### config.mk
export PLATFORM = sky130hd
export DESIGN_NAME = vga_timing_gen
export DESIGN_NICKNAME = d
export VERILOG_FILES = /design/src/rtl/vga_timing_gen.sv
export SDC_FILE = /design/constraint.sdc
export NUM_CORES = 1
export LEC_CHECK = 0
export CAP_MARGIN = 20
export CORE_ASPECT_RATIO = 1.5
export CORE_MARGIN = 4
export CORE_UTILIZATION = 45
export CTS_BUF_LIST = sky130_fd_sc_hd__clkbuf_4 sky130_fd_sc_hd__clkbuf_8
export DETAILED_ROUTE_END_ITERATION = 6
export PLACE_DENSITY = 0.7
export SLEW_MARGIN = 20
export SYNTH_ARGS = -nofsm -noshare
export SYNTH_HDL_FRONTEND = slang
export SYNTH_SLANG_ARGS = --single-unit
### constraint.sdc
create_clock -name vga_clk -period 2.9 [get_ports vga_clk]
set_clock_uncertainty 0.2 [all_clocks]
set_input_delay 0.725 -clock vga_clk [delete_from_list [all_inputs] [get_ports vga_clk]]
set_output_delay 0.725 -clock vga_clk [all_outputs]
set_load 0.02 [all_outputs]
### src/rtl/vga_timing_gen.sv
// Raster timing generator: pixel/line counters, sync pulses, visible-area flag and
// per-frame/per-line strobes, all registered and mutually aligned to (DrawX, DrawY).
module vga_timing_gen #(
    parameter int H_VISIBLE = 640,
    parameter int H_FP      = 16,
    parameter int H_SYNC    = 96,
    parameter int H_BP      = 48,
    parameter int V_VISIBLE = 480,
    parameter int V_FP      = 10,
    parameter int V_SYNC    = 2,
    parameter int V_BP      = 33,
    parameter int FRAME_W   = 8
) (
    input  logic               vga_clk,
    input  logic               reset_n,
    output logic [9:0]         DrawX,
    output logic [9:0]         DrawY,
    output logic               hs,
    output logic               vs,
    output logic               blank,
    output logic               line_start,
    output logic               frame_start,
    output logic               vblank_start,
    output logic [FRAME_W-1:0] frame_count
);

    localparam int H_TOTAL = H_VISIBLE + H_FP + H_SYNC + H_BP;
    localparam int V_TOTAL = V_VISIBLE + V_FP + V_SYNC + V_BP;

    localparam logic [9:0] H_LAST       = 10'(H_TOTAL - 1);
    localparam logic [9:0] H_FP_START   = 10'(H_VISIBLE);
    localparam logic [9:0] H_SYNC_START = 10'(H_VISIBLE + H_FP);
    localparam logic [9:0] H_BP_START   = 10'(H_VISIBLE + H_FP + H_SYNC);

    localparam logic [9:0] V_LAST       = 10'(V_TOTAL - 1);
    localparam logic [9:0] V_FP_START   = 10'(V_VISIBLE);
    localparam logic [9:0] V_SYNC_START = 10'(V_VISIBLE + V_FP);
    localparam logic [9:0] V_BP_START   = 10'(V_VISIBLE + V_FP + V_SYNC);

    typedef enum logic [1:0] {
        PH_ACTIVE = 2'd0,
        PH_FRONT  = 2'd1,
        PH_SYNC   = 2'd2,
        PH_BACK   = 2'd3
    } phase_t;

    logic [9:0]         r_x;
    logic [9:0]         r_y;
    logic [FRAME_W-1:0] r_frame_count;
    phase_t             r_h_phase;
    phase_t             r_v_phase;
    logic               r_hs;
    logic               r_vs;
    logic               r_blank;
    logic               r_line_start;
    logic               r_frame_start;
    logic               r_vblank_start;

    logic               w_h_wrap;
    logic               w_v_wrap;
    logic [9:0]         w_x_nxt;
    logic [9:0]         w_y_nxt;
    logic [FRAME_W-1:0] w_fc_nxt;
    phase_t             w_h_phase_nxt;
    phase_t             w_v_phase_nxt;
    logic               w_hs_nxt;
    logic               w_vs_nxt;
    logic               w_blank_nxt;
    logic               w_line_start_nxt;
    logic               w_frame_start_nxt;
    logic               w_vblank_start_nxt;

    assign w_h_wrap = (r_x == H_LAST);
    assign w_v_wrap = w_h_wrap && (r_y == V_LAST);

    // Next pixel position and completed-frame count.
    always_comb begin
        w_x_nxt  = r_x + 10'd1;
        w_y_nxt  = r_y;
        w_fc_nxt = r_frame_count;
        if (w_h_wrap) begin
            w_x_nxt = 10'd0;
            if (w_v_wrap) begin
                w_y_nxt  = 10'd0;
                w_fc_nxt = r_frame_count + FRAME_W'(1'b1);
            end else begin
                w_y_nxt  = r_y + 10'd1;
                w_fc_nxt = r_frame_count;
            end
        end else begin
            w_y_nxt = r_y;
        end
    end

    // Horizontal phase next-state; any line wrap forces ACTIVE, which also recovers a corrupt phase.
    always_comb begin
        w_h_phase_nxt = r_h_phase;
        if (w_h_wrap) begin
            w_h_phase_nxt = PH_ACTIVE;
        end else begin
            case (r_h_phase)
                PH_ACTIVE: if (w_x_nxt == H_FP_START)   w_h_phase_nxt = PH_FRONT; else w_h_phase_nxt = PH_ACTIVE;
                PH_FRONT:  if (w_x_nxt == H_SYNC_START) w_h_phase_nxt = PH_SYNC;  else w_h_phase_nxt = PH_FRONT;
                PH_SYNC:   if (w_x_nxt == H_BP_START)   w_h_phase_nxt = PH_BACK;  else w_h_phase_nxt = PH_SYNC;
                PH_BACK:   w_h_phase_nxt = PH_BACK;
                default:   w_h_phase_nxt = PH_ACTIVE;
            endcase
        end
    end

    // Vertical phase next-state; advances only when the line wraps.
    always_comb begin
        w_v_phase_nxt = r_v_phase;
        if (!w_h_wrap) begin
            w_v_phase_nxt = r_v_phase;
        end else if (w_v_wrap) begin
            w_v_phase_nxt = PH_ACTIVE;
        end else begin
            case (r_v_phase)
                PH_ACTIVE: if (w_y_nxt == V_FP_START)   w_v_phase_nxt = PH_FRONT; else w_v_phase_nxt = PH_ACTIVE;
                PH_FRONT:  if (w_y_nxt == V_SYNC_START) w_v_phase_nxt = PH_SYNC;  else w_v_phase_nxt = PH_FRONT;
                PH_SYNC:   if (w_y_nxt == V_BP_START)   w_v_phase_nxt = PH_BACK;  else w_v_phase_nxt = PH_SYNC;
                PH_BACK:   w_v_phase_nxt = PH_BACK;
                default:   w_v_phase_nxt = PH_ACTIVE;
            endcase
        end
    end

    // Output decode from next-state values so registered outputs line up with the new position.
    always_comb begin
        w_hs_nxt           = (w_h_phase_nxt != PH_SYNC);
        w_vs_nxt           = (w_v_phase_nxt != PH_SYNC);
        w_blank_nxt        = (w_h_phase_nxt == PH_ACTIVE) && (w_v_phase_nxt == PH_ACTIVE);
        w_line_start_nxt   = (w_x_nxt == 10'd0) && (w_v_phase_nxt == PH_ACTIVE);
        w_frame_start_nxt  = (w_x_nxt == 10'd0) && (w_y_nxt == 10'd0);
        w_vblank_start_nxt = (w_x_nxt == 10'd0) && (w_y_nxt == V_FP_START);
    end

    // Counter and phase state registers.
    always_ff @(posedge vga_clk or negedge reset_n) begin
        if (!reset_n) begin
            r_x           <= 10'd0;
            r_y           <= 10'd0;
            r_frame_count <= '0;
            r_h_phase     <= PH_ACTIVE;
            r_v_phase     <= PH_ACTIVE;
        end else begin
            r_x           <= w_x_nxt;
            r_y           <= w_y_nxt;
            r_frame_count <= w_fc_nxt;
            r_h_phase     <= w_h_phase_nxt;
            r_v_phase     <= w_v_phase_nxt;
        end
    end

    // Registered sync, visible flag and strobes; pulses stay low while in reset.
    always_ff @(posedge vga_clk or negedge reset_n) begin
        if (!reset_n) begin
            r_hs           <= 1'b1;
            r_vs           <= 1'b1;
            r_blank        <= 1'b0;
            r_line_start   <= 1'b0;
            r_frame_start  <= 1'b0;
            r_vblank_start <= 1'b0;
        end else begin
            r_hs           <= w_hs_nxt;
            r_vs           <= w_vs_nxt;
            r_blank        <= w_blank_nxt;
            r_line_start   <= w_line_start_nxt;
            r_frame_start  <= w_frame_start_nxt;
            r_vblank_start <= w_vblank_start_nxt;
        end
    end

    assign DrawX        = r_x;
    assign DrawY        = r_y;
    assign hs           = r_hs;
    assign vs           = r_vs;
    assign blank        = r_blank;
    assign line_start   = r_line_start;
    assign frame_start  = r_frame_start;
    assign vblank_start = r_vblank_start;
    assign frame_count  = r_frame_count;

endmodule
Yosys cells after proc, flatten, opt, wreduce, memory -nomap -nowiden
Cells that the tools add are included.
W data, S select, Z words.
{"block": "word_totals", "ff_bits": 38, "word_cells": 56, "in_bits": 2, "out_inout_bits": 34}
{"block": "op_classes", "reduce_logical": 12, "muxes": 14, "addsub": 3, "eq_ne": 16}
{"op": "$eq A10 B10 Y1 const B", "n": 5}
{"op": "$eq A10 B9 Y1 const B", "n": 3}
{"op": "$mux W10", "n": 3}
{"op": "$add A10 B1 Y10 const B", "n": 2}
{"op": "$logic_not A10 Y1", "n": 2}
{"op": "$pmux W2 S4", "n": 2}
{"op": "$mux W2", "n": 5}
{"op": "$add A8 B1 Y8 const B", "n": 1}
{"op": "$eq A2 B2 Y1 const B", "n": 4}
{"op": "$logic_not A2 Y1", "n": 4}
{"op": "$logic_and A1 B1 Y1", "n": 5}
{"op": "$eq A2 B1 Y1 const B", "n": 2}
{"op": "$mux W1", "n": 4}
{"op": "$ne A2 B2 Y1 const B", "n": 2}
{"op": "$reduce_and A2 Y1", "n": 1}

Longest topological paths before layout
{"block": "logic_depth", "depth_word": 11, "mapped_depth": 9}

Least setup slack after synthesis
Ideal clock, no wire load.
{"block": "synth_path", "path_kind": "flip-flop to flip-flop", "startpoint": "register r_x[0] (netlist: DrawX[0])", "endpoint": "register r_blank (netlist: blank)", "setup_time_ns": 0.138, "slack_ns": 0.158, "path_buffers": 0, "stages_incl_launch_ff": 8, "synth_period_minus_slack_ns": 2.742, "t_arrival_ns": 2.404, "path_cell_list": "dfrtp_1 ha_1 nand4_1 nor4_1 a2bb2oi_2 mux2_4 a2111oi_4 nor4_1"}
{"block": "synth_via", "elab_chain_len": 11, "elab_cells_between_ends": 26, "classes_between": "1 x add/sub; 7 x eq/ne; 14 x mux; 4 x reduce/logical"}
{"item": "start, declared", "line": "47", "rtl": "logic [9:0] r_x;"}
{"item": "start signal, assigned", "line": "148", "rtl": "r_x <= w_x_nxt;"}
{"item": "$eq A10 B10 Y1 *", "line": "73", "rtl": "assign w_h_wrap = (r_x == H_LAST);"}
{"item": "$logic_and A1 B1 Y1", "line": "74", "rtl": "assign w_v_wrap = w_h_wrap && (r_y == V_LAST);"}
{"item": "$mux W10", "line": "83", "rtl": "if (w_v_wrap) begin"}
{"item": "$mux W10 *", "line": "81", "rtl": "if (w_h_wrap) begin"}
{"item": "via w_y_nxt[3]", "line": "62", "rtl": "logic [9:0] w_y_nxt;"}
{"item": "$eq A10 B9 Y1 (on tied branches)", "line": "122, 120, 121"}
{"item": "$mux W1 (tied with other cells)", "line": "122", "rtl": "PH_SYNC: if (w_y_nxt == V_BP_START) w_v_phase_nxt = PH_BACK; else w_v_phase_nxt = PH_SYNC;"}
{"item": "$pmux W2 S4 *", "line": "119", "rtl": "case (r_v_phase)"}
{"item": "$mux W2 *", "line": "116", "rtl": "end else if (w_v_wrap) begin"}
{"item": "$mux W2 *", "line": "114", "rtl": "if (!w_h_wrap) begin"}
{"item": "$logic_not A2 Y1 *", "line": "133", "rtl": "w_blank_nxt = (w_h_phase_nxt == PH_ACTIVE) && (w_v_phase_nxt == PH_ACTIVE);"}
{"item": "$logic_and A1 B1 Y1 *", "line": "133"}
{"item": "via w_blank_nxt", "line": "68", "rtl": "logic w_blank_nxt;"}
{"item": "end signal, assigned", "line": "168", "rtl": "r_blank <= w_blank_nxt;"}
{"item": "end, declared", "line": "54", "rtl": "logic r_blank;"}
The timed path passes the listed nets; every way through them passes the cells marked *.
A chain may end at the register's enable or synchronous reset.

Worst setup path after layout
{"block": "layout_path", "startpoint": "register r_y[5] (netlist: DrawY[5])", "endpoint": "register r_v_phase[0]"}
{"block": "layout_via", "elab_chain_len": 9, "elab_cells_between_ends": 14, "classes_between": "1 x add/sub; 4 x eq/ne; 8 x mux; 1 x reduce/logical"}
{"item": "start, declared", "line": "48", "rtl": "logic [9:0] r_y;"}
{"item": "start signal, assigned", "line": "149", "rtl": "r_y <= w_y_nxt;"}
{"item": "parallel branches: the longest is 7 deep, another holds $add A10 B1 Y10"}
{"item": "$mux W2 *", "line": "116"}
{"item": "$mux W2 *", "line": "114"}
{"item": "via w_v_phase_nxt[0]", "line": "65", "rtl": "phase_t w_v_phase_nxt;"}
{"item": "end signal, assigned", "line": "152", "rtl": "r_v_phase <= w_v_phase_nxt;"}
{"item": "end, declared", "line": "51", "rtl": "phase_t r_v_phase;"}
Mark *: on every way through the listed nets, which the timed path passes.

==> reports/results.ini <==
[global_route]
grt_pass1_vias=1721
grt_pass1_wl_um=8110
grt_max_degree=39
grt_usage=0.177
grt.overflow.total=0
antenna_found_initial=0

[sta]
finalCritPeriodShare=0.943
slew_headroom=0.443
hold_viol_final=0
tns_ps=0
fin_crit_ps=2730
finalHoldWorstSlack_ps=280
grt_setup_unrepaired=false
max_freq_mhz=366
worst_pin_slew_ps=835
slew_violations=0
setup_viol=0

[critical_path]
critPathKind=flip-flop to flip-flop
path_buf_inv=0
slowest_delay_ps=600
crit_family=simple AND/OR/NAND/NOR gates
crit_slowest_cell=or4_4
cp_max_fo=5
path_cells=or4_4, o31ai_1, a2bb2oi_1, or3b_4, nor3_1, o21bai_1
cp.required_ps=2870
arrival_ps=2700
critPathLaunchType=flip-flop
endpoint_kind=flip-flop

[routing]
postRouteAntennaNets=0
num_vias=1783
drt_iter0_drc=64
drc_errors=0
drt_pass1_iterations=4
totalWireLength_um=4740
wire_per_inst_um=15.5
via_per_inst=5.83

[clocking]
cts_buffers=5
postCtsHoldBufs=0
cts.sinks=38
clockBufferDepth=2
cts_root_buf=clkbuf_8
htree_levels=2
clk_latency_ps=290
cts_tree=yes
clk_pin_slew_ps=80

[die]
ios=36
start_util=0.464
die_h_um=91.5
core_um2=4500
die_w_um=63.7
die_area_um2=5830
rows=30

[logic_synthesis]
ys_seq_area_frac=0.456
synth-seq-cells=38
ys_types=50
synth_ff_type=dfrtp_1
synth_nets=216
yosys_warnings=0
synth_edf_count=0
synth_cells=209
syn_area_um2=2090
ys_async_sr_fraction=1.00
syn_avg_cell_area_um2=10.0

[placed_design]
place_hpwl_um=3630
io_buffers=35
place_congestion=0.870

[power_and_ir_drop]
p_comb_frac=0.009
switching_share=0.182
clockPowerShare=0.507
power.leakage_nw=1.10
peakVddDrop_mv=0.284
p_int_uw=897
pwr_density_cell_nw_per_um2=403
power_frac_seq=0.483
p_sw_uw=199

[flow_run]
maxCapViolations=0

[layout]
fillers=405
n_antenna_cell=0
area_delta_synth_final_pct=30.0
final_layout_size_suffix_gt1_frac=0.147
nNetsFinal=264

[hold_path]
hp-class=flip-flop to flip-flop

[run_status]
outcome=completed

==> synthesized netlist by cell type (4+ instances only) <==
library cell	count	area, um2
buf_2	4	20.0
nor2_1	12	45.0
a211oi_1	4	30.0
xnor2_1	14	123
dfrtp_1	36	901
nand3_1	12	60.1
a21oi_1	7	35.0
o21ai_0	4	20.0
ha_1	5	62.6
nor4_1	6	37.5
xor2_1	5	43.8
nand2_1	19	71.3
nor3_1	9	45.0
nand4_1	12	75.1
inv_1	11	41.3
==> path summary, 6_finish.rpt <==
kind	depth (start not counted)	start	to	slack [ps]
max in group asynchronous	1	reset_n	r_v_phase[0]	1640
worst max-delay path	6	DrawY[5]	r_v_phase[0]	170
worst min-delay path	1	frame_count[7]	frame_count[7]	280
worst min register to register	1	frame_count[7]	frame_count[7]	280
worst max register to register	6	DrawY[5]	r_v_phase[0]	170
min in group asynchronous	1	reset_n	DrawY[4]	330
==> worst reg2reg max path, stage by stage, from the launching register on <==
cell,delay (ps)
dfrtp_1,430
or4_4,600
o31ai_1,270
a2bb2oi_1,190
or3b_4,440
nor3_1,370
o21bai_1,100
==> stage by stage <==
step           total power, mW  area, um2  instances   util  worst slack (ps)
6_report                  1.10       2720        306  0.604               166
5_1_grt                   1.14       2720        306  0.604              4.74
4_1_cts                   1.11       2700        305  0.599               111
3_5_place_dp             0.551       2560        297  0.568               125
3_3_place_gp             0.551       2560        297  0.568               177
2_1_floorplan            0.540       2090        209      -               158
==> state kept, by name, indices dropped and copies added (netlist names) <==
register	cells
frame_count	8
line_start	1
DrawX	10
vs	1
frame_start	1
hs	1
blank	1
vblank_start	1
r_h_phase	2
r_v_phase	2
DrawY	10
==> cells in the final DEF, fill, tap and decap left out, types with 3 or more instances in the layout <==
master | Yosys | layout
dfrtp_1 | 36 | 36
clkdlybuf4s50_1 | 0 | 34
nand2_1 | 19 | 19
xnor2_1 | 14 | 14
buf_4 | 0 | 14
nand4_1 | 12 | 12
nand3_1 | 12 | 12
nor2_1 | 12 | 12
inv_1 | 11 | 11
nor3_1 | 9 | 8
a21oi_1 | 7 | 7
clkbuf_8 | 0 | 6
xor2_1 | 5 | 5
ha_1 | 5 | 5
o21ai_0 | 4 | 4
nor4_1 | 6 | 4
a211oi_1 | 4 | 4
and4_1 | 3 | 3
o31ai_1 | 3 | 3
and3_1 | 3 | 3
==> metal layers <==
metal | share of wire | global-route usage
met1 | 0.43 | 0.213
met2 | 0.50 | 0.285
met3 | 0.037 | 0.0396
met4 | 0.033 | 0.106
met5 | 0 | 0
==> kinds of logic after synthesis <==
group | synth area share
xor gates and xnor gates | 0.0795
DFF | 0.456
muxes | 0.0221
and+or+nand+nor | 0.250
adders and majority gates | 0.0299
AOI/OAI and AO/OA | 0.123
buffers and inverters | 0.0401
==> final cells by class <==
| cell class | instances | area [um2] | share of cell area |
|---|---|---|---|
| tap | 48 | 60.1 | 0.0221 |
| inverter | 11 | 41.3 | 0.0152 |
| timing repair buffer | 49 | 450 | 0.166 |
| sequential | 38 | 953 | 0.351 |
| multi-input combinational | 152 | 1070 | 0.394 |
| clock inverter | 2 | 60.1 | 0.0221 |
| clock buffer | 6 | 82.6 | 0.0304 |
==> power by group through the flow <==
stage | registers [mW] | logic (mW) | clock network (mW)
6_report | 0.530 | 0.0103 | 0.556
5_1_grt | 0.529 | 0.0129 | 0.594
4_1_cts | 0.529 | 0.0114 | 0.567
3_5_place_dp | 0.540 | 0.0114 | 0
3_3_place_gp | 0.540 | 0.0112 | 0
2_1_floorplan | 0.540 | 0.000000359 | 0
==> repair_timing <==
action	in CTS	in global routing
endpoints found under the hold margin	0	0
gates resized for setup	0	2
setup buffers	0	1
setup endpoints to repair	0	7
Power figures use the tool's default switching activity.
